$ cat src/rtl/ro_freq_meter_pkg.sv
// Shared definitions for the ring-oscillator frequency meter.
//   state_t    : measurement FSM states
//   SETTLE_DEF : default settle length in clk cycles
//   RO_N_DEF   : default oscillator stage-buffer width
package ro_freq_meter_pkg;

  typedef enum logic [1:0] {
    ST_IDLE    = 2'd0,
    ST_SETTLE  = 2'd1,
    ST_MEASURE = 2'd2,
    ST_DONE    = 2'd3
  } state_t;

  localparam int SETTLE_DEF = 8;
  localparam int RO_N_DEF   = 19;

endpackage

$ cat src/rtl/ro_freq_meter_edge.sv
// Brings the free-running oscillator output into the clk domain and flags
// its rising edges. ro_out is only ever sampled, never used as a clock.
//   i_clk   : system clock
//   i_rst_n : synchronous active-low reset
//   i_async : oscillator output, asynchronous to i_clk
//   o_rise  : one-cycle pulse per synchronised rising edge
module ro_edge_sync (
  input  logic i_clk,
  input  logic i_rst_n,
  input  logic i_async,
  output logic o_rise
);

  logic r_s1, r_s2, r_s3;

  always_ff @(posedge i_clk) begin
    if (!i_rst_n) begin
      r_s1 <= 1'b0;
      r_s2 <= 1'b0;
      r_s3 <= 1'b0;
    end else begin
      r_s1 <= i_async;
      r_s2 <= r_s1;
      r_s3 <= r_s2;
    end
  end

  // r_s3 is the previous synchronised level, so this is the 0->1 step.
  assign o_rise = r_s2 & ~r_s3;

endmodule

$ cat src/rtl/ro_freq_meter.sv
// Gated ring-oscillator frequency meter. Each accepted start enables the
// oscillator, lets it settle, counts its rising edges over a programmable
// window and XOR-folds every stage-buffer snapshot taken in that window.
// Results are held until the next completed measurement.
//   i_clk, i_rst_n  : clock, synchronous active-low reset
//   i_start         : begin a measurement (IDLE only)
//   i_abort         : cancel a running measurement
//   i_window        : MEASURE length in clk cycles, latched at start
//   i_ro_out        : oscillator output (async)
//   i_ro_buffer     : registered oscillator stage snapshot
//   o_ro_activate   : oscillator enable
//   o_busy          : measurement in progress
//   o_done          : one-cycle pulse when results update
//   o_edge_count    : edges counted in the last completed window
//   o_saturated     : edge counter reached all-ones in that window
//   o_xor_fold      : XOR of all buffer samples in that window
module ro_freq_meter
  import ro_freq_meter_pkg::*;
#(
  parameter int CNT_W  = 16,
  parameter int WIN_W  = 16,
  parameter int SETTLE = SETTLE_DEF,
  parameter int RO_N   = RO_N_DEF
) (
  input  logic             i_clk,
  input  logic             i_rst_n,
  input  logic             i_start,
  input  logic             i_abort,
  input  logic [WIN_W-1:0] i_window,
  input  logic             i_ro_out,
  input  logic [RO_N-1:0]  i_ro_buffer,
  output logic             o_ro_activate,
  output logic             o_busy,
  output logic             o_done,
  output logic [CNT_W-1:0] o_edge_count,
  output logic             o_saturated,
  output logic [RO_N-1:0]  o_xor_fold
);

  localparam int SW = (SETTLE > 1) ? $clog2(SETTLE) : 1;
  localparam logic [CNT_W-1:0] CNT_MAX = '1;

  state_t           r_state, w_next;
  logic [SW-1:0]    r_set;
  logic [WIN_W-1:0] r_win;
  logic [CNT_W-1:0] r_cnt;
  logic             r_sat;
  logic [RO_N-1:0]  r_fold;
  logic             r_run;
  logic             r_done;
  logic [CNT_W-1:0] r_cnt_q;
  logic             r_sat_q;
  logic [RO_N-1:0]  r_fold_q;
  logic             w_rise;

  ro_edge_sync u_sync (
    .i_clk   (i_clk),
    .i_rst_n (i_rst_n),
    .i_async (i_ro_out),
    .o_rise  (w_rise)
  );

  always_comb begin
    w_next = r_state;
    case (r_state)
      ST_IDLE:    if (i_start) w_next = ST_SETTLE;
      ST_SETTLE:  if (i_abort) w_next = ST_IDLE;
                  else if (r_set == SW'(SETTLE - 1))
                    w_next = (r_win == '0) ? ST_DONE : ST_MEASURE;
      // Abort wins over the final MEASURE cycle.
      ST_MEASURE: if (i_abort) w_next = ST_IDLE;
                  else if (r_win == WIN_W'(1)) w_next = ST_DONE;
      ST_DONE:    w_next = ST_IDLE;
      default:    w_next = ST_IDLE;
    endcase
  end

  always_ff @(posedge i_clk) begin
    if (!i_rst_n) begin
      r_state  <= ST_IDLE;
      r_set    <= '0;
      r_win    <= '0;
      r_cnt    <= '0;
      r_sat    <= 1'b0;
      r_fold   <= '0;
      r_run    <= 1'b0;
      r_done   <= 1'b0;
      r_cnt_q  <= '0;
      r_sat_q  <= 1'b0;
      r_fold_q <= '0;
    end else begin
      r_state <= w_next;
      // Enable follows the next state so it tracks SETTLE/MEASURE exactly.
      r_run   <= (w_next == ST_SETTLE) || (w_next == ST_MEASURE);
      r_done  <= (r_state == ST_DONE);
      case (r_state)
        ST_IDLE: if (i_start) begin
          r_win  <= i_window;
          r_set  <= '0;
          r_cnt  <= '0;
          r_sat  <= 1'b0;
          r_fold <= '0;
        end
        ST_SETTLE: r_set <= r_set + 1'b1;
        ST_MEASURE: begin
          r_win  <= r_win - 1'b1;
          r_fold <= r_fold ^ i_ro_buffer;
          if (w_rise) begin
            if (r_cnt != CNT_MAX) r_cnt <= r_cnt + 1'b1;
            // Flag as soon as the count reaches all-ones.
            if (r_cnt >= CNT_MAX - 1'b1) r_sat <= 1'b1;
          end
        end
        ST_DONE: begin
          r_cnt_q  <= r_cnt;
          r_sat_q  <= r_sat;
          r_fold_q <= r_fold;
        end
        default: ;
      endcase
    end
  end

  assign o_ro_activate = r_run;
  assign o_busy        = r_run;
  assign o_done        = r_done;
  assign o_edge_count  = r_cnt_q;
  assign o_saturated   = r_sat_q;
  assign o_xor_fold    = r_fold_q;

endmodule
$ cat config.mk
export PLATFORM = sky130hd
export DESIGN_NAME = ro_freq_meter
export DESIGN_NICKNAME = d
export VERILOG_FILES = /design/src/rtl/ro_freq_meter_pkg.sv /design/src/rtl/ro_freq_meter_edge.sv /design/src/rtl/ro_freq_meter.sv
export SDC_FILE = /design/constraint.sdc
export NUM_CORES = 1
export LEC_CHECK = 0
export CORE_ASPECT_RATIO = 1.5
export CORE_MARGIN = 2
export CORE_UTILIZATION = 45
export DETAILED_ROUTE_END_ITERATION = 16
export PLACE_DENSITY = 0.71
export SYNTH_ARGS = -nofsm -noshare
export SYNTH_HDL_FRONTEND = slang
export SYNTH_SLANG_ARGS = --single-unit
$ cat constraint.sdc
create_clock -name i_clk -period 5.7 [get_ports i_clk]
set_clock_uncertainty 0.15 [all_clocks]
set_input_delay 0.57 -clock i_clk [delete_from_list [all_inputs] [get_ports i_clk]]
set_output_delay 0.57 -clock i_clk [all_outputs]
set_load 0.01 [all_outputs]
---- Word-level counts from Yosys, hierarchy flattened ----
Cells that the tools add are included.
word-level totals
  flip-flop bits (word level) ............. 98
  input port bits ......................... 40
  output and inout port bits .............. 39
  word-level logic and storage cells ...... 63
cells by class
  add/subtract/negate cells ............... 3
  order comparisons ....................... 1
  eq/ne operators ......................... 12
  multiplexer cells ....................... 21
  bitwise gates (word level) .............. 3
  reductions and logical operators ........ 9
operator list
  cell                                                                   count
  16-bit two-way mux                                                     4
  16-bit case mux with 2 select lines                                    2
  19-bit case mux with 2 select lines                                    1
  19-bit two-way mux                                                     1
  19-bit bitwise XOR                                                     1
  16-bit by 1-bit adder with 16-bit output (second input constant)       1
  16-bit by 1-bit == test with 1-bit output (second input constant)      1
  16-bit >= comparator (second input constant)                           1
  16-bit logical NOT                                                     1
  16-bit != test (second input constant)                                 1
  16-bit by 1-bit subtractor with 16-bit output (second input constant)  1
  2-bit two-way mux                                                      5
  2-bit case mux with 4 select lines                                     1
  4-bit AND reduction                                                    2
  2-bit == test (second input constant)                                  3
  2-bit != test (second input constant)                                  3
  3-bit case mux with 2 select lines                                     1
  2-bit by 1-bit == test with 1-bit output (second input constant)       2
  1-bit two-way mux                                                      4
  2-bit AND reduction                                                    2
  2-bit nonzero test                                                     2
  3-bit by 1-bit adder with 3-bit output (second input constant)         1
  3-bit == test (second input constant)                                  1
  3-bit two-way mux                                                      1
  6 further kinds                                                        6

---- Longest topological paths before layout ----
  depth after elaboration ................. 7
  gate-level depth with buffers ........... 7
  gate-level depth less buffers ........... 6

---- Hierarchy ----
Synthesis repeated with hierarchy kept, for this count alone.
unflattened totals
  cell total of the unflattened synthesis .. 511
  area, all modules ....................... 4,286.6 sq um
modules (own cells, without submodules)
  module         instances  cells each  area an instance (sq um)  seq. area each (sq um)
  ro_freq_meter  1          504         4,194.0                   1,901.8
  ro_edge_sync   1          7           92.6                      60.1

---- Worst setup path after synthesis ----
OpenSTA, ideal clock, no wires.
  path type ............................... in2reg
  start ................................... input port i_start
  end ..................................... register r_cnt[9]
  library setup time ...................... 68 ps
  arrival ................................. 1,730 ps
  required time ........................... 5,482 ps
  slack ................................... 3,752 ps
  stages .................................. 6
  buffers on the path ..................... 1
  cell sequence ........................... nor3b_2 -> o211ai_2 -> a31o_4 -> buf_6 -> or3_1 -> a21oi_2
on the way
  word-level cells in the longest chain between the ends .. 2
RTL lines
  element                        RTL line              text
  start: declaration             ro_freq_meter.sv:27   input logic i_start,
  2-bit != test (no line)        n/a
  4-bit AND reduction (no line)  n/a
  end signal: assignment         ro_freq_meter.sv:109  if (r_cnt != CNT_MAX) r_cnt <= r_cnt + 1'b1;
  end: declaration               ro_freq_meter.sv:46   logic [CNT_W-1:0] r_cnt;
Every way passes these cells.
A chain may end at the register's enable or synchronous reset.

---- Worst setup path after layout ----
  start ................................... input port i_start
  end ..................................... register r_cnt[13]
Same word-level chain as after synthesis.

==> impl_metrics.toml <==
[outcome]
status = "completed"

[die]
rows = 42
io_pins = 79
dieWidth_um = 82.1
fp.coreArea_um2 = 8880
start_util_pct = 46.4
die-area_um2 = 9950
die_h_um = 121

[logic_synthesis]
synth_nets = 546
yosysUniqueCellTypes = 50
synth_edf_count = 0
syn_inst = 499
async_flop_share_pct = 0
synth.ff_latch_count = 98
syn-mean-instance-area_um2 = 8.25
syn_area_um2 = 4120
synth_top_flop_cell = "dfxtp_1"
yosysWarningCount = 0
yosysSeqAreaShare_pct = 47.6

[clocking]
ctsResizeCount = 0
clock_path_buffers = 2
cts_setup_buffers = 0
root_buffer = "clkbuf_16"
hold_buffers = 0
cts_tree = "built"
htreeDepth = 3
clock_sink_count = 98
path_clk_slew_ps = 70
cts_inserted_buffers = 9
clk_latency_ps = 340

[worst_setup_path]
crit_slowest_cell = "or4_1"
required_ps = 5830
cp.depth = 6
reg2reg_setup_slack_ps = 2890
cp_max_fo = 33
worstPathCellList = "clkdlybuf4s50_1 -> nand2b_1 -> or2_2 -> nand2_1 -> or4_1 -> o21ai_1"
start_kind = "input port"
path_delay_family = "simple AND/OR/NAND/NOR gates"
reg2reg_from = "r_state[0]"
crit_start = "i_start"
reg2reg_depth = 5
r2r_end = "r_cnt[13]"
cp-endpoint = "r_cnt[13]"
cp.arrival_ps = 2950
path_buf_inv = 1
worstSetupPathType = "input port to flop"
end_kind = "flop"
max_stage_delay_ps = 760

[routing]
via_count = 3553
dr.pass1.iters = 4
drtIter0Drc = 255
drc = 0
wl_mm = 9.26
viasPerCell = 5.23
postRouteAntennaNets = 0
post_drt_wl_per_cell_um = 13.6

[power_and_ir_drop]
p_sw_uw = 312
ir_drop_v = 0.000188
cellLeakagePower_uw = 0.00175
power_per_cell_area_nw_per_um2 = 260
seq_power_share_pct = 51.7
swShare_pct = 22.9
p_clk_share_pct = 41.7
p_comb_share_pct = 6.6
intPower_uw = 1050

[timing]
final-hold-violation-count = 0
rsz0062_at_grt = "false"
fin_hold_ws_ps = 288
worst_pin_slew_ps = 1190
period_share_pct = 49.5
fin_crit_ps = 2820
fmax_mhz = 354
slew_violations = 0
maxSlewHeadroom_pct = 20.7
finalSetupViolations = 0
tns_ps = 0

[cells_and_area]
layout-drive-gt1-share_pct = 5.96
fin_nets = 612
n_antenna_cell = 0
area_growth_syn_to_layout_pct = 27.2

[worst_hold_path]
min_from = "u_sync.r_s1"
hold_class = "flop to flop"

[place]
port_buffers = 78
hpwl_mm = 6.40
gp_congestion = 0.782

[global_route]
grt_pass1_wl_mm = 15.8
grt_pass1_vias = 3595
grt_max_degree = 52
antenna_found_initial = 0
grt_overflow_total = 0
track_usage_pct = 20.2

[flow_run]
maxCapViolations = 0
cell families (layout without fill, tap and decap cells):
family	count (synthesis)	in the layout	share of synthesized area, %
muxes	3	3	0.759
AOI/OAI and AO/OA	104	104	14.9
and+or+nand+nor	226	226	25.4
buffers and inverters	34	105	3.49
xor gates and xnor gates	27	27	5.74
adders and majority gates	7	7	2.13
DFF	98	98	47.6
synthesized netlist by cell type (all sizes together) (4+ instances only):
master,count,area share (%)
xor2,19,4.0
ha,7,2.1
or4,4,0.73
buf,10,1.3
nand4,8,1.2
a22oi,5,0.91
nor2,50,4.6
dfxtp,98,48
or3,8,1.2
inv,5,0.46
xnor2,8,1.7
and2,4,0.61
o211ai,5,1.0
nor4,6,1.1
o21ai,10,1.2
a21oi,68,8.5
clkbuf,18,1.6
nor3,9,1.2
nand2,109,9.9
nand2b,5,0.76
nand3,11,1.3
final cells by class:
type / count / area [µm²]
multi-input combinational: 367 / 2020
sequential: 98 / 1960
clock buffer: 11 / 243
inverter: 6 / 22.5
fill: 817 / 3640
timing repair buffer: 83 / 818
clock inverter: 5 / 38.8
tap: 110 / 138
sequential cells by signal, summed over array words and instances (netlist names), 2 cells and up:
name,count
r_cnt,16
r_fold,19
r_win,16
o_edge_count,16
o_xor_fold,19
r_state,2
r_set,3
cell usage in the layout, fill, tap and decap left out, types with 3 or more instances in the layout:
cell / count
a21oi_1: 65
xor2_1: 19
and2_1: 4
a22oi_1: 5
or3_1: 8
o21ai_0: 8
inv_1: 5
buf_4: 5
o211ai_1: 4
nor4_1: 5
xnor2_1: 8
nor2_1: 50
a211oi_1: 3
nand2_1: 109
nand2b_1: 5
clkdlybuf4s50_1: 78
clkbuf_16: 9
nand3_1: 11
ha_1: 7
dfxtp_1: 98
nand4_1: 8
nor3_1: 8
a31oi_1: 3
a21oi_2: 3
or4_1: 4
stage by stage:
stage	utilization (%)	std cells	setup WS (ps)	total power, µW	area, µm²
2_1_floorplan	-	499	3750	767	4120
4_1_cts	59.0	680	2900	1370	5240
5_1_grt	59.0	680	2670	1410	5240
3_3_place_gp	55.8	664	2590	808	4960
3_5_place_dp	55.8	664	2520	809	4960
6_report	59.0	680	2880	1360	5240
worst register-to-register path, cell delays in order, from the launching register on:
cell      delay (ps)
dfxtp_1          570
nand2b_1         180
or2_2            270
nand2_1          740
or4_1            770
o21ai_1           80
routing by layer:
layer | global-route usage (%) | part of all wire [%]
met1 | 24.5 | 44
met4 | 8.96 | 1.7
met2 | 34.3 | 49
met3 | 3.50 | 4.4
met5 | 0 | 0
power groups by stage:
stage | sequential [µW] | clock (µW) | combinational [µW]
2_1_floorplan | 716 | 0 | 51.4
3_5_place_dp | 719 | 0 | 90.4
5_1_grt | 705 | 607 | 99.7
4_1_cts | 703 | 580 | 91.2
3_3_place_gp | 719 | 0 | 89.3
6_report | 704 | 567 | 90.2
worst min path at each step:
stage                     cells past startpoint          end  slack (ps)
after global routing                          1  u_sync.r_s2         310
after global placement                        1  u_sync.r_s2         270
after detailed placement                      1  u_sync.r_s2         270
after floorplan                               1  u_sync.r_s2         260
final                                         1  u_sync.r_s2         290
after CTS                                     1  u_sync.r_s2         290
No activity file was read; power rests on OpenSTA's default activity.
